## config.mk

```make
export PLATFORM = sky130hd
export DESIGN_NAME = audio_sample_player
export DESIGN_NICKNAME = d
export VERILOG_FILES = /design/src/rtl/audio_sample_player_pkg.sv /design/src/rtl/audio_sample_player_addr_gen.sv /design/src/rtl/audio_sample_player.sv
export SDC_FILE = /design/constraint.sdc
export NUM_CORES = 1
export LEC_CHECK = 0
export ABC_AREA = 0
export CAP_MARGIN = 5
export CORE_MARGIN = 2
export CORE_UTILIZATION = 40
export CTS_CLUSTER_SIZE = 10
export DETAILED_ROUTE_END_ITERATION = 7
export PLACE_DENSITY = 0.66
export SYNTH_ARGS = -nofsm -noshare
export SYNTH_HDL_FRONTEND = slang
export SYNTH_SLANG_ARGS = --single-unit
```

## constraint.sdc

```tcl
create_clock -name clk -period 2.9 [get_ports clk]
set_clock_uncertainty 0.15 [all_clocks]
set_input_delay 0.58 -clock clk [delete_from_list [all_inputs] [get_ports clk]]
set_output_delay 0.58 -clock clk [all_outputs]
set_load 0.05 [all_outputs]
```

## src/rtl/audio_sample_player_pkg.sv

```systemverilog
// Shared definitions for the audio sample player: bus widths, the sample
// table (base address and length per sample) and the player state enum.
package audio_sample_player_pkg;

  localparam int ADDR_WIDTH  = 18;
  localparam int DATA_WIDTH  = 16;
  localparam int NUM_SAMPLES = 3;
  // Index counter must hold 65535 and the length must hold 65536.
  localparam int IDX_WIDTH   = 17;

  localparam logic [ADDR_WIDTH-1:0] SAMPLE_BASE [NUM_SAMPLES] =
    '{18'h00000, 18'h10000, 18'h14000};
  localparam logic [IDX_WIDTH-1:0]  SAMPLE_LEN  [NUM_SAMPLES] =
    '{17'h10000, 17'h04000, 17'h04000};

  typedef enum logic [1:0] {
    ST_IDLE    = 2'd0,
    ST_FETCH   = 2'd1,
    ST_CAPTURE = 2'd2,
    ST_PRESENT = 2'd3
  } player_state_e;

  function automatic logic sel_valid(input logic [1:0] sel);
    return (int'(sel) < NUM_SAMPLES);
  endfunction

  // Table lookups are written as a scan so an out-of-table select yields zero
  // rather than an out-of-range array access.
  function automatic logic [ADDR_WIDTH-1:0] sample_base(input logic [1:0] sel);
    logic [ADDR_WIDTH-1:0] b;
    b = '0;
    for (int i = 0; i < NUM_SAMPLES; i++)
      if (int'(sel) == i) b = SAMPLE_BASE[i];
    return b;
  endfunction

  function automatic logic [IDX_WIDTH-1:0] sample_len(input logic [1:0] sel);
    logic [IDX_WIDTH-1:0] l;
    l = '0;
    for (int i = 0; i < NUM_SAMPLES; i++)
      if (int'(sel) == i) l = SAMPLE_LEN[i];
    return l;
  endfunction

endpackage

```

## src/rtl/audio_sample_player_addr_gen.sv

```systemverilog
// sample_addr_gen: latches the selected sample's base and length, walks the
// index through the sample and drives the registered ROM address.
module sample_addr_gen
  import audio_sample_player_pkg::*;
(
  input  logic                  clk,
  input  logic                  reset,
  input  logic                  load,
  input  logic [1:0]            sel,
  input  logic                  advance,
  input  logic                  restart,
  output logic                  last,
  output logic [ADDR_WIDTH-1:0] addr
);

  logic [ADDR_WIDTH-1:0] base_q, base_d;
  logic [IDX_WIDTH-1:0]  len_q, len_d;
  logic [IDX_WIDTH-1:0]  idx_q, idx_d;
  logic [ADDR_WIDTH-1:0] addr_q, addr_d;

  // Next-state for latch, index and address; load, advance and restart are
  // mutually exclusive by construction in the controller.
  always_comb begin
    base_d = base_q;
    len_d  = len_q;
    idx_d  = idx_q;
    addr_d = addr_q;
    if (load) begin
      base_d = sample_base(sel);
      len_d  = sample_len(sel);
      idx_d  = '0;
      addr_d = sample_base(sel);
    end else if (advance) begin
      idx_d  = idx_q + IDX_WIDTH'(1);
      addr_d = base_q + ADDR_WIDTH'(idx_q) + ADDR_WIDTH'(1);
    end else if (restart) begin
      idx_d  = '0;
      addr_d = base_q;
    end
  end

  // Base, length and index are always loaded before use, so they carry no reset.
  always_ff @(posedge clk) begin
    base_q <= base_d;
    len_q  <= len_d;
    idx_q  <= idx_d;
  end

  // The ROM address is visible at the port, so it resets to zero.
  always_ff @(posedge clk) begin
    if (reset) addr_q <= '0;
    else       addr_q <= addr_d;
  end

  assign last = (idx_q == (len_q - IDX_WIDTH'(1)));
  assign addr = addr_q;

endmodule

```

## src/rtl/audio_sample_player.sv

```systemverilog
// audio_sample_player: walks one sample's ROM address range, captures the
// one-cycle-latency ROM data and hands each sample to the codec over
// valid/ready. Optional feature macro: AUDIO_PLAYER_LOOP_EN adds the loop
// input, which restarts playback at the sample base instead of finishing.
module audio_sample_player
  import audio_sample_player_pkg::*;
(
  input  logic                  clk,
  input  logic                  reset,
  input  logic                  start,
  input  logic [1:0]            sample_sel,
  input  logic                  stop,
`ifdef AUDIO_PLAYER_LOOP_EN
  input  logic                  loop,
`endif
  output logic [ADDR_WIDTH-1:0] rom_addr,
  input  logic [DATA_WIDTH-1:0] rom_data,
  output logic [DATA_WIDTH-1:0] out_data,
  output logic                  out_valid,
  input  logic                  out_ready,
  output logic                  busy,
  output logic                  done
);

  player_state_e                 state_q, state_d;
  logic signed [DATA_WIDTH-1:0]  out_data_q, out_data_d;
  logic                          out_valid_q, out_valid_d;
  logic                          done_q, done_d;
  logic                          load, advance, restart, last;
  logic                          loop_req;

`ifdef AUDIO_PLAYER_LOOP_EN
  assign loop_req = loop;
`else
  assign loop_req = 1'b0;
`endif

  sample_addr_gen u_addr_gen (
    .clk     (clk),
    .reset   (reset),
    .load    (load),
    .sel     (sample_sel),
    .advance (advance),
    .restart (restart),
    .last    (last),
    .addr    (rom_addr)
  );

  // Playback FSM; stop overrides every transition and suppresses done.
  always_comb begin
    state_d     = state_q;
    out_data_d  = out_data_q;
    out_valid_d = out_valid_q;
    done_d      = 1'b0;
    load        = 1'b0;
    advance     = 1'b0;
    restart     = 1'b0;
    case (state_q)
      ST_IDLE: begin
        if (start && sel_valid(sample_sel)) begin
          load    = 1'b1;
          state_d = ST_FETCH;
        end
      end
      ST_FETCH: state_d = ST_CAPTURE;
      ST_CAPTURE: begin
        out_data_d  = rom_data;
        out_valid_d = 1'b1;
        state_d     = ST_PRESENT;
      end
      ST_PRESENT: begin
        if (out_ready) begin
          out_valid_d = 1'b0;
          if (last) begin
            if (loop_req) begin
              restart = 1'b1;
              state_d = ST_FETCH;
            end else begin
              done_d  = 1'b1;
              state_d = ST_IDLE;
            end
          end else begin
            advance = 1'b1;
            state_d = ST_FETCH;
          end
        end
      end
      default: state_d = ST_IDLE;
    endcase
    if (stop) begin
      state_d     = ST_IDLE;
      out_valid_d = 1'b0;
      done_d      = 1'b0;
      load        = 1'b0;
      advance     = 1'b0;
      restart     = 1'b0;
    end
  end

  // State and output registers.
  always_ff @(posedge clk) begin
    if (reset) begin
      state_q     <= ST_IDLE;
      out_data_q  <= '0;
      out_valid_q <= 1'b0;
      done_q      <= 1'b0;
    end else begin
      state_q     <= state_d;
      out_data_q  <= out_data_d;
      out_valid_q <= out_valid_d;
      done_q      <= done_d;
    end
  end

  assign out_data  = out_data_q;
  assign out_valid = out_valid_q;
  assign done      = done_q;
  assign busy      = (state_q != ST_IDLE);

endmodule

```

# ---- Word-level counts from Yosys, hierarchy flattened
# Cells that the tools add are included.
dict set report word_totals {
  out_inout_bits 37
  reg_bits 90
  inputBits 23
  elab_cells 54
}
dict set report classes {
  add_sub_neg 4
  bitwise 2
  order_cmp 1
  n_mux 20
  n_reduce_logical 11
  eq_ne 8
}
# cell count
set op_table {}
lappend op_table {{two-way mux 18 bit} 3}
lappend op_table {{two-way mux 17 bit} 3}
lappend op_table {{adder 18 x 1 -> 18 bit (second input constant)} 1}
lappend op_table {{adder 18 x 17 -> 18 bit} 1}
lappend op_table {{adder 17 x 1 -> 17 bit (second input constant)} 1}
lappend op_table {{== test 17 bit} 1}
lappend op_table {{subtractor 17 x 1 -> 17 bit (second input constant)} 1}
lappend op_table {{two-way mux 1 bit} 10}
lappend op_table {{== test 2 bit (second input constant)} 4}
lappend op_table {{case mux 2 bit (4 select lines)} 1}
lappend op_table {{nonzero test 2 bit} 3}
lappend op_table {{logical NOT 2 bit} 2}
lappend op_table {{two-way mux 2 bit} 2}
lappend op_table {{inequality test 2 bit (second input constant)} 2}
lappend op_table {{AND reduction 2 bit} 2}
lappend op_table {{OR reduction 2 bit} 2}
lappend op_table {{OR reduction 4 bit} 1}
lappend op_table {{== test 2 x 1 -> 1 bit (second input constant)} 1}
lappend op_table {{< comparator 2 bit (second input constant)} 1}
lappend op_table {{inverter 1 bit} 2}
lappend op_table {{case mux 1 bit (2 select lines)} 1}
lappend op_table {{logical AND 1 bit} 1}

# ---- Logic depth before layout (Yosys ltp)
dict set report logic_depth {
  word_depth 8
  mapped_depth 8
  ltp_nobuf 7
}

# ---- Modules after synthesis
# A second synthesis with hierarchy kept.
dict set report unflattened {
  cells_unflattened 310
  area_unflattened_um2 2831.5
}
# mod instances seq_area_each_um2 area_each_um2 cells_each
set modules_own_cells {}
lappend modules_own_cells {sample_addr_gen 1 820.8 1986.9 225}
lappend modules_own_cells {audio_sample_player 1 400.4 844.6 85}

# ---- Least setup slack after synthesis
# Ideal clock, no wire load.
dict set report synth_timing {
  path_type {reg2reg}
  startpoint {register u_addr_gen.idx_q[0]}
  endpoint {register u_addr_gen.addr_q[14], in the netlist u_addr_gen.addr[14]}
  n_path_buf 1
  period_less_slack_ns 2.157
  arrival_time_ns 1.875
  required_ns 2.618
  stages_incl_launch_ff 8
  slack_ns 0.743
  setup_time_ns 0.132
  path_cell_list {dfxtp_1 -> ha_1 -> nand4_1 -> or4_4 -> o211ai_2 -> buf_6 -> a2bb2oi_1 -> a21oi_1}
}
dict set report synth_via {
  elab_chain_cells 6
  elab_cells_between_ends 10
  classes_between {add/sub: 2; eq/ne: 1; mux: 6; reduce/logical: 1}
}
# item line_no
set synth_lines {}
lappend synth_lines {{start: declaration} audio_sample_player_addr_gen.sv:18} ;# logic [IDX_WIDTH-1:0] idx_q, idx_d;
lappend synth_lines {{start signal: assignment} audio_sample_player_addr_gen.sv:46} ;# idx_q <= idx_d;
lappend synth_lines {{parallel branches: the longest is 6 deep, another holds adder 18 x 17 -> 18 bit} n/a}
lappend synth_lines {{end signal: assignment} audio_sample_player_addr_gen.sv:52} ;# else addr_q <= addr_d;
lappend synth_lines {{end: declaration} audio_sample_player_addr_gen.sv:19} ;# logic [ADDR_WIDTH-1:0] addr_q, addr_d;
# Parallel ways; which one is timed is not known. The select of a mux whose other input is x is not followed.
# A chain may end at the register's enable or synchronous reset.

# ---- Final worst setup path
dict set report layout_timing {
  startpoint {register state_q[0]}
  endpoint {output port busy}
}
dict set report layout_via {
  elab_chain_cells 1
}
# item line_no
set layout_lines {}
lappend layout_lines {{start: declaration} audio_sample_player.sv:25} ;# player_state_e state_q, state_d;
lappend layout_lines {{start signal: assignment} audio_sample_player.sv:108} ;# state_q <= state_d;
lappend layout_lines {{nonzero test 2 bit} audio_sample_player.sv:118} ;# assign busy = (state_q != ST_IDLE);
lappend layout_lines {{end: declaration} audio_sample_player.sv:21} ;# output logic busy,
# No other way between the ends.

==> results.ini <==
[status]
outcome = complete, no violations

[pwr]
finalPower_mw = 1.66
leakage_nw = 1.29
power.density_nw_per_um2 = 469
worst_ir_drop_vdd_mv = 0.316

[logic_synthesis]
synth_top_family_by_area = simple AND/OR/NAND/NOR gates
synthesis.nets = 304
yosys-top-cells-area = dfxtp_1 42%, mux2i_1 7.2%, ha_1 4.7%, xnor2_1 4.6%, edfxtp_1 4.5%
synthArstFlopShare_pct = 0
yosysWarnings = 0
synth_top_area_share_pct = 41.7
synth_cell_type_count = 44
synth_compound_area_share_pct = 13.4
synth_ff_type = dfxtp_1
syn_area_um2 = 2640
synth_most_common_cell = dfxtp_1
synth-simple-area-share_pct = 17.9
ys_seq_area_share_pct = 46.3
yosys-top-cells-count = 55 x dfxtp_1, 28 x nor2_1, 22 x nand2_1
synthXorXnorAreaFrac_pct = 5.97
synthAdderAreaFrac_pct = 4.74
synth_mux_area_share_pct = 7.63
synth_top_area_cell = dfxtp_1
avgSynthCellArea_um2 = 9.74
synth_edf_count = 4
syn_inst = 271
yosys_register_bits = 59

[route]
drcViolationCount = 0
dr.pass1.iters = 4
num_vias = 2128
route.antenna.remaining_nets = 0
wl_um = 5910
drt_iter0_drc = 67
drt-vias-per-instance = 5.07
wire_per_inst_um = 14.1

[cts]
tritoncts = built
cts.sinks = 59
clockBufferDepth = 2
cts_buffers = 9
clk_latency_ps = 340
postCtsHoldBufs = 0
cts_resized = 0
cts_root_buf = clkbuf_8
cts_setup_buffers = 0
clk_pin_slew_ps = 70
htreeDepth = 3

[global_route]
gr-max-usage-layer = met2
first_global_vias = 2220
gr-usage-met3_pct = 5.25
antenna_found_initial = 0
grt_use_total_pct = 18.1
grt_use_met1_pct = 23.7
grt_first_pass_wirelength_um = 10400
grt_max_degree = 23
grt_overflow = 0
gr-usage-met2_pct = 27.4

[timing]
finalSetupViolCount = 0
setup_ws_ps = 290
relSlewSlack_pct = 65.0
fin_crit_sh_pct = 90.0
max_freq_mhz = 383
slew_viol_final = 0
tightest_slew_ps = 524
finalHoldViolations = 0
rsz0062_at_grt = false
holdWs_ps = 323
layout_min_cycle_time_ps = 2610
finalSetupTns_ps = 0

[critical_path]
slowest_delay_ps = 790
crit_family = buffers and inverters
path_cells = inv_1 -> ha_1 -> inv_1 -> clkdlybuf4s50_1
cp-end-kind = primary output
cp-start-kind = flip-flop
worstPathRequired_ps = 2170
path_common_cell = inv_1
path_buf_inv = 3
cp.arrival_ps = 1880
critPathSlowestCell = clkdlybuf4s50_1
crit_type = reg -> out
cp_max_fo = 5

[cells_and_area]
areaGrowthSynthToFinish_pct = 34.1
fillerInstances = 606
drive_gt1_share_pct = 10.8
layout.nets = 371
antenna_cells = 0
final_util_pct = 55.7
final_cell_area_um2 = 3540
instances_no_fill = 420

[floorplanning]
die_area_um2 = 7270
dieWidth_um = 85.2
start_util_pct = 41.6
core_region_area_um2 = 6350
num_io_pins = 60
dieHeight_um = 85.2
row_count = 29

[place]
post-place-ws_ps = 262
place_inst = 404
numPortBuffers = 59
hpwl_um = 4230
place_congestion = 0.840
place_area_um2 = 3350

[worst_hold_path]
hold_path.class = reg -> reg

[run]
drv_cap = 0

==> routing by layer <==
layer  share of wire [%]  wire length [µm]
met5                   0                 0
met4                 1.7               100
met3                 6.3               372
met2                  44              2580
met1                  48              2850
==> registers in the layout, indices dropped and copies added, names as in the netlist <==
name / cells
state_q: 2
u_addr_gen.len_q: 2
out_data: 16
u_addr_gen.base_q: 2
u_addr_gen.idx_q: 17
u_addr_gen.addr: 18
done: 1
out_valid: 1
==> cells in the final DEF, fill, tap and decap left out, types with 7 or more instances in the layout <==
master           instances
a21oi_1                  8
buf_4                    9
clkbuf_8                12
clkdlybuf4s50_1         59
dfxtp_1                 55
ha_1                    10
inv_1                   12
mux2i_1                 19
nand2_1                 22
nand3_1                  9
nor2_1                  28
nor3_1                   8
o2bb2ai_1                7
o32ai_1                 10
xnor2_1                 14
==> power breakdown <==
group	switching [mW]	internal (mW)
registers	0.00406	0.828
logic	0.0668	0.0574
clock network	0.329	0.377
total	0.400	1.26
==> path summary, 6_finish.rpt <==
path	slack, ps	from	endpoint	cells past startpoint
worst min register to register	320	u_addr_gen.addr[7]	u_addr_gen.addr[7]	2
worst max register to register	450	u_addr_gen.idx_q[10]	u_addr_gen.addr[11]	6
worst min-delay path	320	u_addr_gen.addr[7]	u_addr_gen.addr[7]	2
worst max-delay path	290	state_q[0]	busy	4
==> worst register-to-register path, stage by stage (launching register included) <==
cell	delay, ps
dfxtp_1	430
nand4_2	210
or4_4	610
o211ai_2	470
buf_12	230
nor2_1	80
o21a_1	180
==> cells by family (layout without fill, tap and decap cells) <==
family / after synthesis / after routing
compound gates: 45 / 45
xor+xnor: 18 / 18
fa+ha+maj: 10 / 10
buf+inv: 25 / 97
flops: 59 / 59
mux: 20 / 20
simple gates: 94 / 94
==> area by class of cell <==
cell class | count | area (µm²) | share of cell area (%)
clock buffers | 12 | 165 | 4.67
flip-flops and latches | 59 | 1220 | 34.5
repair buffers | 69 | 678 | 19.2
multi-input cells | 187 | 1310 | 37.0
clock inverters | 4 | 23.8 | 0.672
well taps | 77 | 96.3 | 2.72
inverters | 12 | 45.0 | 1.27
Power figures use the tool's default switching activity.
